`config.mk`:
```
export PLATFORM = sky130hd
export DESIGN_NAME = hls_run_sequencer_flat
export DESIGN_NICKNAME = d
export VERILOG_FILES = /design/src/rtl/hls_run_sequencer_if.sv /design/src/rtl/hls_run_sequencer.sv /design/src/flat_wrapper.sv
export SDC_FILE = /design/constraint.sdc
export NUM_CORES = 1
export LEC_CHECK = 0
export BUFFER_PORTS_ARGS = -buffer_cell sky130_fd_sc_hd__buf_4
export CORE_MARGIN = 5
export CORE_UTILIZATION = 25
export DETAILED_ROUTE_END_ITERATION = 10
export PLACE_DENSITY = 0.4
export RECOVER_POWER = 25
export SETUP_SLACK_MARGIN = 0.1
export SLEW_MARGIN = 20
export SYNTH_ARGS = -nofsm -noshare
export SYNTH_HDL_FRONTEND = slang
export SYNTH_SLANG_ARGS = --single-unit
```
`constraint.sdc`:
```
create_clock -name clock -period 10.1 [get_ports clock]
set_input_delay 1.515 -clock clock [delete_from_list [all_inputs] [get_ports clock]]
set_output_delay 1.515 -clock clock [all_outputs]
set_load 0.05 [all_outputs]
```
`src/rtl/hls_run_sequencer_if.sv`:
```
// Result-record stream between hls_run_sequencer and its host/logger.
// master = sequencer (FIFO head), slave = consumer.
interface hls_run_sequencer_if #(
  parameter int CNT_W = 32,
  parameter int RUN_W = 16
);
  localparam int REC_W = CNT_W + RUN_W + 1;

  // Valid/ready: a record moves on every clock edge where res_valid && res_ready.
  // While res_valid=1 and res_ready=0 the master holds res_data unchanged.
  // res_valid never depends on res_ready.
  logic             res_valid;
  logic             res_ready;
  logic [REC_W-1:0] res_data;

  modport master (output res_valid, output res_data, input res_ready);
  modport slave  (input res_valid, input res_data, output res_ready);
endinterface

```
`src/rtl/hls_run_sequencer.sv`:
```
// Runs an HLS core N times (core reset, start pulse, done wait), timing each run
// into a result FIFO. Optional per-sequence latency statistics: RUN_STATS_EN.
module hls_run_sequencer #(
  parameter int CNT_W          = 32,
  parameter int RUN_W          = 16,
  parameter int TIMEOUT_CYCLES = 200000000,
  parameter int RESET_CYCLES   = 2,
  parameter int FIFO_DEPTH     = 8
) (
  input  logic                   clock,
  input  logic                   reset,
  input  logic                   go,
  input  logic [RUN_W-1:0]       run_count,
  output logic                   core_reset,
  output logic                   core_start,
  input  logic                   core_done,
  output logic                   busy,
  output logic                   seq_done,
  output logic                   seq_error,
  output logic [RUN_W-1:0]       run_index,
  hls_run_sequencer_if.master    res,
`ifdef RUN_STATS_EN
  output logic [CNT_W-1:0]       stat_min,
  output logic [CNT_W-1:0]       stat_max,
  output logic [CNT_W+RUN_W-1:0] stat_sum,
`endif
  output logic [2:0]             state_dbg
);

  localparam int REC_W = CNT_W + RUN_W + 1;
  localparam int AW    = $clog2(FIFO_DEPTH);
  localparam int RC_W  = $clog2(RESET_CYCLES + 1);
  localparam logic [CNT_W-1:0] TMO      = CNT_W'(TIMEOUT_CYCLES);
  localparam logic [RC_W-1:0]  RC_LAST  = RC_W'(RESET_CYCLES - 1);

  typedef enum logic [2:0] {
    S_IDLE  = 3'd0,
    S_CRST  = 3'd1,
    S_START = 3'd2,
    S_WAIT  = 3'd3,
    S_PUSH  = 3'd4,
    S_FIN   = 3'd5
  } state_t;

  state_t           state;
  logic [RC_W-1:0]  rst_cnt;
  logic [CNT_W-1:0] cnt;
  logic [CNT_W-1:0] cnt_inc;
  logic [RUN_W-1:0] last_idx;
  logic             rec_tmo;
  logic [CNT_W-1:0] rec_cyc;

  // Result FIFO storage; pointers carry one extra wrap bit.
  logic [REC_W-1:0] mem [FIFO_DEPTH];
  logic [AW:0]      wr_ptr;
  logic [AW:0]      rd_ptr;
  logic             fifo_empty;
  logic             fifo_full;
  logic             push_en;
  logic             pop_en;

  assign state_dbg  = state;
  assign fifo_empty = (wr_ptr == rd_ptr);
  assign fifo_full  = (wr_ptr[AW] != rd_ptr[AW]) && (wr_ptr[AW-1:0] == rd_ptr[AW-1:0]);
  // Push is gated only by full: a pop in the same cycle does not make room yet.
  assign push_en    = (state == S_PUSH) && !fifo_full;
  assign pop_en     = !fifo_empty && res.res_ready;

  assign res.res_valid = !fifo_empty;
  assign res.res_data  = fifo_empty ? '0 : mem[rd_ptr[AW-1:0]];

  // Saturating count of the current cycle; the watchdog stops it at TMO.
  assign cnt_inc = (cnt >= TMO) ? cnt : cnt + CNT_W'(1);

  always_ff @(posedge clock) begin
    if (push_en) begin
      mem[wr_ptr[AW-1:0]] <= {rec_tmo, run_index, rec_cyc};
    end
  end

  always_ff @(posedge clock or negedge reset) begin
    if (!reset) begin
      wr_ptr <= '0;
      rd_ptr <= '0;
    end else begin
      if (push_en) wr_ptr <= wr_ptr + (AW+1)'(1);
      if (pop_en)  rd_ptr <= rd_ptr + (AW+1)'(1);
    end
  end

  always_ff @(posedge clock or negedge reset) begin
    if (!reset) begin
      state      <= S_IDLE;
      core_reset <= 1'b0;
      core_start <= 1'b0;
      busy       <= 1'b0;
      seq_done   <= 1'b0;
      seq_error  <= 1'b0;
      run_index  <= '0;
      last_idx   <= '0;
      rst_cnt    <= '0;
      cnt        <= '0;
      rec_tmo    <= 1'b0;
      rec_cyc    <= '0;
    end else begin
      case (state)
        S_IDLE: begin
          core_reset <= 1'b1;
          if (go) begin
            seq_error <= 1'b0;
            busy      <= 1'b1;
            if (run_count != '0) begin
              state      <= S_CRST;
              core_reset <= 1'b0;
              rst_cnt    <= '0;
              run_index  <= '0;
              last_idx   <= run_count - RUN_W'(1);
            end else begin
              state    <= S_FIN;
              seq_done <= 1'b1;
            end
          end
        end

        S_CRST: begin
          if (rst_cnt == RC_LAST) begin
            state      <= S_START;
            core_reset <= 1'b1;
            core_start <= 1'b1;
          end else begin
            rst_cnt <= rst_cnt + RC_W'(1);
          end
        end

        S_START: begin
          // The start cycle itself counts as cycle 1 of the run.
          core_start <= 1'b0;
          cnt        <= CNT_W'(1);
          state      <= S_WAIT;
        end

        S_WAIT: begin
          if (core_done) begin
            rec_tmo <= 1'b0;
            rec_cyc <= cnt_inc;
            state   <= S_PUSH;
          end else if (cnt_inc >= TMO) begin
            rec_tmo <= 1'b1;
            rec_cyc <= TMO;
            state   <= S_PUSH;
          end else begin
            cnt <= cnt_inc;
          end
        end

        S_PUSH: begin
          if (!fifo_full) begin
            if (rec_tmo) begin
              seq_error <= 1'b1;
              seq_done  <= 1'b1;
              state     <= S_FIN;
            end else if (run_index == last_idx) begin
              seq_done <= 1'b1;
              state    <= S_FIN;
            end else begin
              run_index  <= run_index + RUN_W'(1);
              core_reset <= 1'b0;
              rst_cnt    <= '0;
              state      <= S_CRST;
            end
          end
        end

        S_FIN: begin
          seq_done <= 1'b0;
          busy     <= 1'b0;
          state    <= S_IDLE;
        end

        default: begin
          state      <= S_IDLE;
          core_start <= 1'b0;
          seq_done   <= 1'b0;
          busy       <= 1'b0;
        end
      endcase
    end
  end

`ifdef RUN_STATS_EN
  // Only completed runs contribute; timed-out runs leave the stats untouched.
  always_ff @(posedge clock or negedge reset) begin
    if (!reset) begin
      stat_min <= '1;
      stat_max <= '0;
      stat_sum <= '0;
    end else if (state == S_IDLE && go) begin
      stat_min <= '1;
      stat_max <= '0;
      stat_sum <= '0;
    end else if (push_en && !rec_tmo) begin
      if (rec_cyc < stat_min) stat_min <= rec_cyc;
      if (rec_cyc > stat_max) stat_max <= rec_cyc;
      stat_sum <= stat_sum + {{RUN_W{1'b0}}, rec_cyc};
    end
  end
`endif

endmodule
```
`src/flat_wrapper.sv`:
```
// flat-port wrapper written by rule: the top's interface ports become plain ports
module hls_run_sequencer_flat 
#(
  parameter int CNT_W          = 32,
  parameter int RUN_W          = 16,
  parameter int TIMEOUT_CYCLES = 200000000,
  parameter int RESET_CYCLES   = 2,
  parameter int FIFO_DEPTH     = 8
)
  (clock, reset, go, run_count, core_reset, core_start, core_done, busy, seq_done, seq_error, run_index, state_dbg, res_res_valid, res_res_data, res_res_ready);
  hls_run_sequencer_if #(.CNT_W(CNT_W), .RUN_W(RUN_W)) res_i ();
  input  logic clock;
  input  logic reset;
  input  logic go;
  input  logic [RUN_W-1:0] run_count;
  output logic core_reset;
  output logic core_start;
  input  logic core_done;
  output logic busy;
  output logic seq_done;
  output logic seq_error;
  output logic [RUN_W-1:0] run_index;
  output logic [2:0] state_dbg;
  output wire logic [$bits(res_i.res_valid)-1:0] res_res_valid;
  output wire logic [$bits(res_i.res_data)-1:0] res_res_data;
  input wire logic [$bits(res_i.res_ready)-1:0] res_res_ready;
  assign res_res_valid = res_i.res_valid;
  assign res_res_data = res_i.res_data;
  assign res_i.res_ready = res_res_ready;
  hls_run_sequencer #(.CNT_W(CNT_W), .RUN_W(RUN_W), .TIMEOUT_CYCLES(TIMEOUT_CYCLES), .RESET_CYCLES(RESET_CYCLES), .FIFO_DEPTH(FIFO_DEPTH)) u_core (.clock(clock), .reset(reset), .go(go), .run_count(run_count), .core_reset(core_reset), .core_start(core_start), .core_done(core_done), .busy(busy), .seq_done(seq_done), .seq_error(seq_error), .run_index(run_index), .res(res_i), .state_dbg(state_dbg));
endmodule
```
==> results of run 1 <==
-- kinds of logic (layout without fill, tap and decap cells) --
| kind of cell | after synthesis | in the layout |
|---|---|---|
| AOI/OAI and AO/OA | 157 | 157 |
| xor gates and xnor gates | 73 | 73 |
| adders and majority gates | 7 | 7 |
| buffers and inverters | 106 | 243 |
| DFF | 507 | 507 |
| muxes | 157 | 157 |
| other | 0 | 2 |
| and+or+nand+nor | 350 | 350 |
-- routing by layer --
layer  up-vias  routed length [um]  track usage (%)
met5         -                   0                0
met4         0                1270             3.03
met3        69                1910             1.81
met2       183               27900             20.4
met1      6413               27100             17.2
li1       5483                   -                -
-- through the flow --
stage,util (%),hold WS (ps)
detailed placement,27.7,471
global placement,27.6,461
finish,29.6,487
global route,29.6,522
CTS,29.6,488
floorplan,-,449
-- critical path, stage by stage, from the launching register on --
cell and delay [ps]:
dfrtp_4 710, buf_4 740, buf_4 870, mux4_2 600
mux2i_1 260, nor2_1 80, buf_4 200
-- power by group --
group / total [uW] / leakage [uW] / switching [uW] / internal, uW
clock: 1860 / 0.000808 / 797 / 1070
sequential: 2870 / 0.00530 / 339 / 2530
combinational: 2260 / 0.00309 / 1410 / 853
-- sequential cells by signal, indices dropped and copies added, names as in the netlist --
signal	flops
u_core.state_dbg	3
u_core.seq_done	1
u_core.rec_tmo	1
u_core.last_idx	16
u_core.wr_ptr	4
u_core.rst_cnt	2
u_core.rd_ptr	4
u_core.seq_error	1
u_core.cnt	32
u_core.run_index	16
u_core.core_reset	1
u_core.busy	1
u_core.core_start	1
u_core.rec_cyc	32
u_core.mem	392
-- final timing paths --
| path | to | slack (ps) | cells after the start |
|---|---|---|---|
| max | res_res_data[18] | 4460 | 6 |
| min | u_core.rst_cnt[1] | 490 | 2 |
| max reg2reg | u_core.rec_cyc[3] | 5900 | 9 |
| min reg2reg | u_core.rst_cnt[1] | 490 | 2 |
| max in group asynchronous | u_core.rec_cyc[2] | 7690 | 2 |
| min in group asynchronous | u_core.last_idx[0] | 980 | 1 |
-- area by class of cell --
type / instances / area, sq um / area share (%)
antenna: 2 / 5.00 / 0.0197
clock buffer: 74 / 1480 / 5.83
clock inverter: 25 / 168 / 0.662
inverter: 22 / 82.6 / 0.326
multi-input combinational: 744 / 6580 / 26.0
sequential: 507 / 14700 / 57.9
tap: 1144 / 1430 / 5.65
timing repair buffer: 122 / 940 / 3.71
-- layout by cell type, fill, tap and decap left out, types with 5 or more instances in the layout --
master and instances:
edfxtp_1 392, o311ai_1 5, nand3_1 30, xnor2_1 31, a21o_1 8, dfrtp_1 112, nor3_1 19, a21oi_1 26
a31o_1 6, o211ai_1 8, xor2_1 41, mux2_2 6, ha_1 7, and3_1 13, nand4_1 15, inv_1 22
buf_4 119, o21ai_0 17, or3_1 6, a2bb2oi_1 9, and2_1 8, nand2b_1 7, nand2_1 71, clkbuf_1 17
a31oi_1 5, clkbuf_16 55, clkinv_1 11, a31o_2 5, nor2_1 126, mux2i_1 52, nor3_2 5, nor2b_1 6
nor4_1 10, a22o_1 17, mux4_2 98, clkinv_2 10
==> out/metrics.csv, run 1 <==
stage;metric;value;unit
placement;number of I/O port buffers;94;
route;detailed-route DRC error count;0;
synth;Yosys top cell area share;54.4;%
clocking;Clk Latency, worst-skew pair;590;ps
global_route;grt ovf;0;
global_route;GRT Total Usage;12.3;%
clocking;maximum root-to-sink buffer count;3;
cells_and_area;layout cell share with drive strength beyond 1;22.6;%
synth;post-synthesis simple-gate area fraction;8.00;%
timing;PnR worst setup slack;4460;ps
route;post-DR wirelength/cell;22.0;um
synth;XOR/XNOR Fraction of Synth Area;2.99;%
floorplanning;row count;107;
placement;routability cong.;0.761;
timing;final slew viol count;0;
synth;Synth Flop Type;edfxtp_1;
timing;fin crit period;5640;ps
floorplanning;Initial Util;25.3;%
worst_setup_path;CP startpoint kind;flop;
route;drt total wl;58100;um
cells_and_area;Finished Cell Area;25300;sq um
floorplanning;Die Width;304;um
synth;most common cell in the netlist;edfxtp_1;
placement;DP Cell Count;2539;
synth;Synth top cells by count;edfxtp_1, nor2_1, dfrtp_1;
clocking;clk slew on worst S/H paths;60;ps
pwr;Max rail drop VDD;0.148;mV
placement;pre-CTS setup slack;4880;ps
synth;Post-Syn Nets;1385;
worst_setup_path;Critical Path End Type;output port;
route;First-pass DRT Iterations;5;
floorplanning;core area;85500;sq um
clocking;clock root cell;clkbuf_16;
route;ANT nets after route;0;
floorplanning;io pins;95;
global_route;largest net degree at the start of global routing;66;
synth;largest cells by area after synthesis;edfxtp_1, dfrtp_1, mux4_2, mux2i_1, nor2_1;
worst_hold_path;hold path start;u_core.rst_cnt[1];
clocking;Num CTS Buffers;53;
global_route;first-pass GRT wire length;87200;um
global_route;initial antenna violation count;3;
floorplanning;Die Ht;304;um
clocking;H-tree levels;2;
cells_and_area;Fill cells;8449;
placement;placed cell areas;23700;sq um
pwr;total power draw;7000;uW
clocking;post-CTS sizing;0;
synth;cell count after synthesis;1357;
route;initial DRC count;795;
worst_setup_path;Worst Path Required;8590;ps
synth;post-synthesis cell area;21600;sq um
worst_setup_path;maximum fanout along the worst path;46;
synth;synth unique cells;84;
timing;relative slew slack;33.6;%
timing;skew final;15.0;ps
synth;largest family of logic cells by synthesized area;multiplexers;
synth;Synth Area in Adders;0.405;%
worst_setup_path;Critical Path Start;u_core.rd_ptr[0];
synth;Ys Warns;0;
pwr;Pleak;0.00920;uW
job;max cap viols;0;
timing;TNS Setup;0;ps
synth;ys async rst share;22.7;%
route;total number of vias;12100;
global_route;vias in the first global route;12700;
timing;crit share post-route;55.8;%
floorplanning;DIE AREA;92500;sq um
clocking;Post-CTS Hold Buffers;0;
cells_and_area;nets;1478;
worst_hold_path;Hold WC Path Type;flop to flop;
timing;worst slew pin tran;997;ps
cells_and_area;area delta synth->final;17.1;%
worst_setup_path;R2R Path Start;u_core.cnt[27];
clocking;Num Clock Sinks;507;
timing;final-report setup violation count;0;
clocking;# Post-CTS Setup Buffers;0;
status;outcome;finished, final reports clean;
cells_and_area;fin cells;2640;
synth;Synth area leader;edfxtp_1;
timing;RSZ-0062 raised after global routing;no;
synth;#FFs+latches synth;507;
worst_setup_path;Worst EP arrival;4130;ps
placement;DP HPWL;35000;um
synth;Synth Area in Compound Gates;5.76;%
clocking;CTS tree;built;
worst_setup_path;Worst Setup Path Type;flop to output port;
synth;mux cell area share after synthesis;13.0;%
synth;Mapped Avg Cell Area;15.9;sq um
synth;Post-synth EDFFs;392;
pwr;PwrDens;276;nW/um^2
timing;Fmax;177;MHz
synth;sequential share of the synthesized area;67.7;%
timing;count of final hold-check violations;0;
route;vias per cell;4.60;
Note: power is estimated with default switching activity, not from simulation.
==> run 2, diff against run 1 <==
--- a/config.mk
+++ b/config.mk
@@ -9,7 +9,7 @@
 export CORE_MARGIN = 5
 export CORE_UTILIZATION = 25
 export DETAILED_ROUTE_END_ITERATION = 10
-export PLACE_DENSITY = 0.4
+export PLACE_DENSITY = 0.41
 export RECOVER_POWER = 25
 export SETUP_SLACK_MARGIN = 0.1
 export SLEW_MARGIN = 20
==> constraint.sdc (replaced) <==
create_clock -name clock -period 5.09 [get_ports clock]
set_input_delay 0.7635 -clock clock [delete_from_list [all_inputs] [get_ports clock]]
set_output_delay 0.7635 -clock clock [all_outputs]
set_load 0.05 [all_outputs]
==> run 2 against run 1 <==
  * The flow now finishes with violations (max-capacitance violations, max-slew violations)
  * Final area up 0.71%
  * Die area unchanged
  * Global-route usage down 0.37 points
  * Worst hold slack worse by 33 ps
  * Wire length down 2.4%
  * Final cell count unchanged
  * Register-to-register slack worse by 5000 ps
  * Critical endpoint is now u_core.rec_cyc[24]
  * Highest routed layer unchanged
==> out/metrics.csv, run 2 (synthesis results as in run 1) <==
stage;metric;value;unit
placement;DP Cell Count;2543;
route;total number of vias;12100;
global_route;initial antenna violation count;0;
timing;RSZ-0062 raised after global routing;no;
cells_and_area;most frequent cells in the layout;edfxtp_1, nor2_1, buf_4, dfrtp_1, mux4_2;
pwr;Pleak;0.00927;uW
worst_hold_path;Hold Crit Depth;3;
worst_setup_path;R2R Path Start;u_core.cnt[27];
timing;final slew viol count;87;
floorplanning;io pins;95;
timing;worst slew pin tran;2350;ps
route;initial DRC count;861;
pwr;Max rail drop VDD;0.284;mV
cells_and_area;max reg flops;392;
floorplanning;DIE AREA;92500;sq um
clocking;Num Clock Sinks;507;
timing;crit share post-route;83.0;%
clocking;Num CTS Buffers;52;
worst_setup_path;r2r setup slk;870;ps
worst_setup_path;capture point of the worst reg-to-reg path;u_core.rec_cyc[24];
worst_setup_path;maximum fanout along the worst path;23;
timing;final-report setup violation count;0;
route;detailed-route DRC error count;0;
cells_and_area;layout cell share with drive strength beyond 1;23.3;%
worst_setup_path;Worst EP arrival;4740;ps
worst_setup_path;Worst Path Required;5600;ps
cells_and_area;most common cell after layout, fill and taps aside;edfxtp_1;
cells_and_area;nets;1481;
floorplanning;Initial Util;25.3;%
cells_and_area;area delta synth->final;18.0;%
route;post-DR wirelength/cell;21.5;um
timing;count of final hold-check violations;0;
placement;placed cell areas;23800;sq um
clocking;post-CTS sizing;0;
route;drt total wl;56700;um
clocking;Clk Latency, worst-skew pair;590;ps
floorplanning;Die Ht;304;um
pwr;total power draw;14100;uW
clocking;clock root cell;clkbuf_16;
placement;DP HPWL;34500;um
clocking;maximum root-to-sink buffer count;3;
route;First-pass DRT Iterations;5;
worst_hold_path;Hold WC Path Type;primary input to flop;
status;outcome;finished with violations;
timing;Fmax;237;MHz
pwr;PwrDens;552;nW/um^2
worst_hold_path;hold path endpoint;u_core.last_idx[4];
timing;relative slew slack;-56.5;%
route;ANT nets after route;0;
route;vias per cell;4.59;
clocking;CTS tree;built;
clocking;H-tree levels;2;
status;failing checks;max-capacitance violations, max-slew violations;
placement;routability cong.;0.828;
global_route;largest net degree at the start of global routing;102;
clocking;# Post-CTS Setup Buffers;0;
global_route;grt ovf;0;
worst_setup_path;R2R depth;10;
cells_and_area;# diodes;0;
cells_and_area;Util after Layout;29.8;%
floorplanning;core area;85500;sq um
global_route;vias in the first global route;12600;
cells_and_area;fin cells;2640;
worst_hold_path;hold path start;run_count[4];
timing;fin crit period;4220;ps
timing;skew final;18.8;ps
worst_setup_path;CP startpoint kind;flop;
timing;TNS Setup;0;ps
global_route;GRT Total Usage;12.0;%
clocking;clk slew on worst S/H paths;60;ps
floorplanning;Die Width;304;um
cells_and_area;Finished Cell Area;25500;sq um
job;max cap viols;1;
clocking;Post-CTS Hold Buffers;0;
worst_setup_path;Worst Setup Path Type;flop to flop;
placement;number of I/O port buffers;94;
cells_and_area;Fill cells;8449;
global_route;first-pass GRT wire length;84900;um
worst_setup_path;Critical Path End Type;flop;
floorplanning;row count;107;
[run 2: final cells by class]
class | instances | area [sq um] | share of cell area, %
sequential | 507 | 14700 | 57.4
multi-input combinational | 744 | 6610 | 25.9
inverter | 22 | 82.6 | 0.324
timing repair buffer | 126 | 981 | 3.84
tap | 1144 | 1430 | 5.61
clock inverter | 20 | 211 | 0.829
clock buffer | 77 | 1540 | 6.04
[run 2: where the power goes]
group          internal, uW  switching (uW)  leakage [uW]  total (uW)
registers              5020             667       0.00530        5690
clock network          2300            1590      0.000860        3890
logic                  1700            2810       0.00311        4510
total                  9020            5060       0.00927       14100
[run 2: how the worst max path moves through the flow]
stage / from / end / slack (ps) / cells after the start
final: u_core.cnt[27] / u_core.rec_cyc[24] / 870 / 10
after floorplan: u_core.state_dbg[1] / u_core.mem[3][0] / 640 / 4
after global placement: u_core.cnt[27] / u_core.rec_cyc[21] / 950 / 10
after detailed placement: u_core.cnt[27] / u_core.rec_cyc[21] / 890 / 10
after global routing: u_core.cnt[27] / u_core.rec_cyc[9] / 520 / 10
after CTS: u_core.cnt[27] / u_core.rec_cyc[17] / 870 / 10
[run 2: critical path: stages (launching register included)]
cell,delay [ps]
dfrtp_1,610
nor3b_1,240
nand4_1,210
o21ai_2,680
nor2_1,240
o311a_1,400
a21oi_2,210
o211ai_4,230
buf_4,300
a21oi_2,720
o32a_1,280
[run 2: stage by stage]
| stage | setup slack (ps) | hold slack, ps |
|---|---|---|
| 2_1_floorplan | 636 | 449 |
| 3_3_place_gp | 948 | 461 |
| 3_5_place_dp | 886 | 478 |
| 4_1_cts | 868 | 239 |
| 5_1_grt | 517 | 436 |
| 6_report | 867 | 453 |
[run 2: metal layers]
layer  GRT usage, %  part of all wire [%]  up-vias  wire [um]
met4           2.94                   2.1        0       1200
met2           20.4                    49      210      27900
met1           15.9                    45     6375      25300
met3           2.09                   4.0       76       2290
met5              0                     0        -          0
li1               -                     -     5462          -
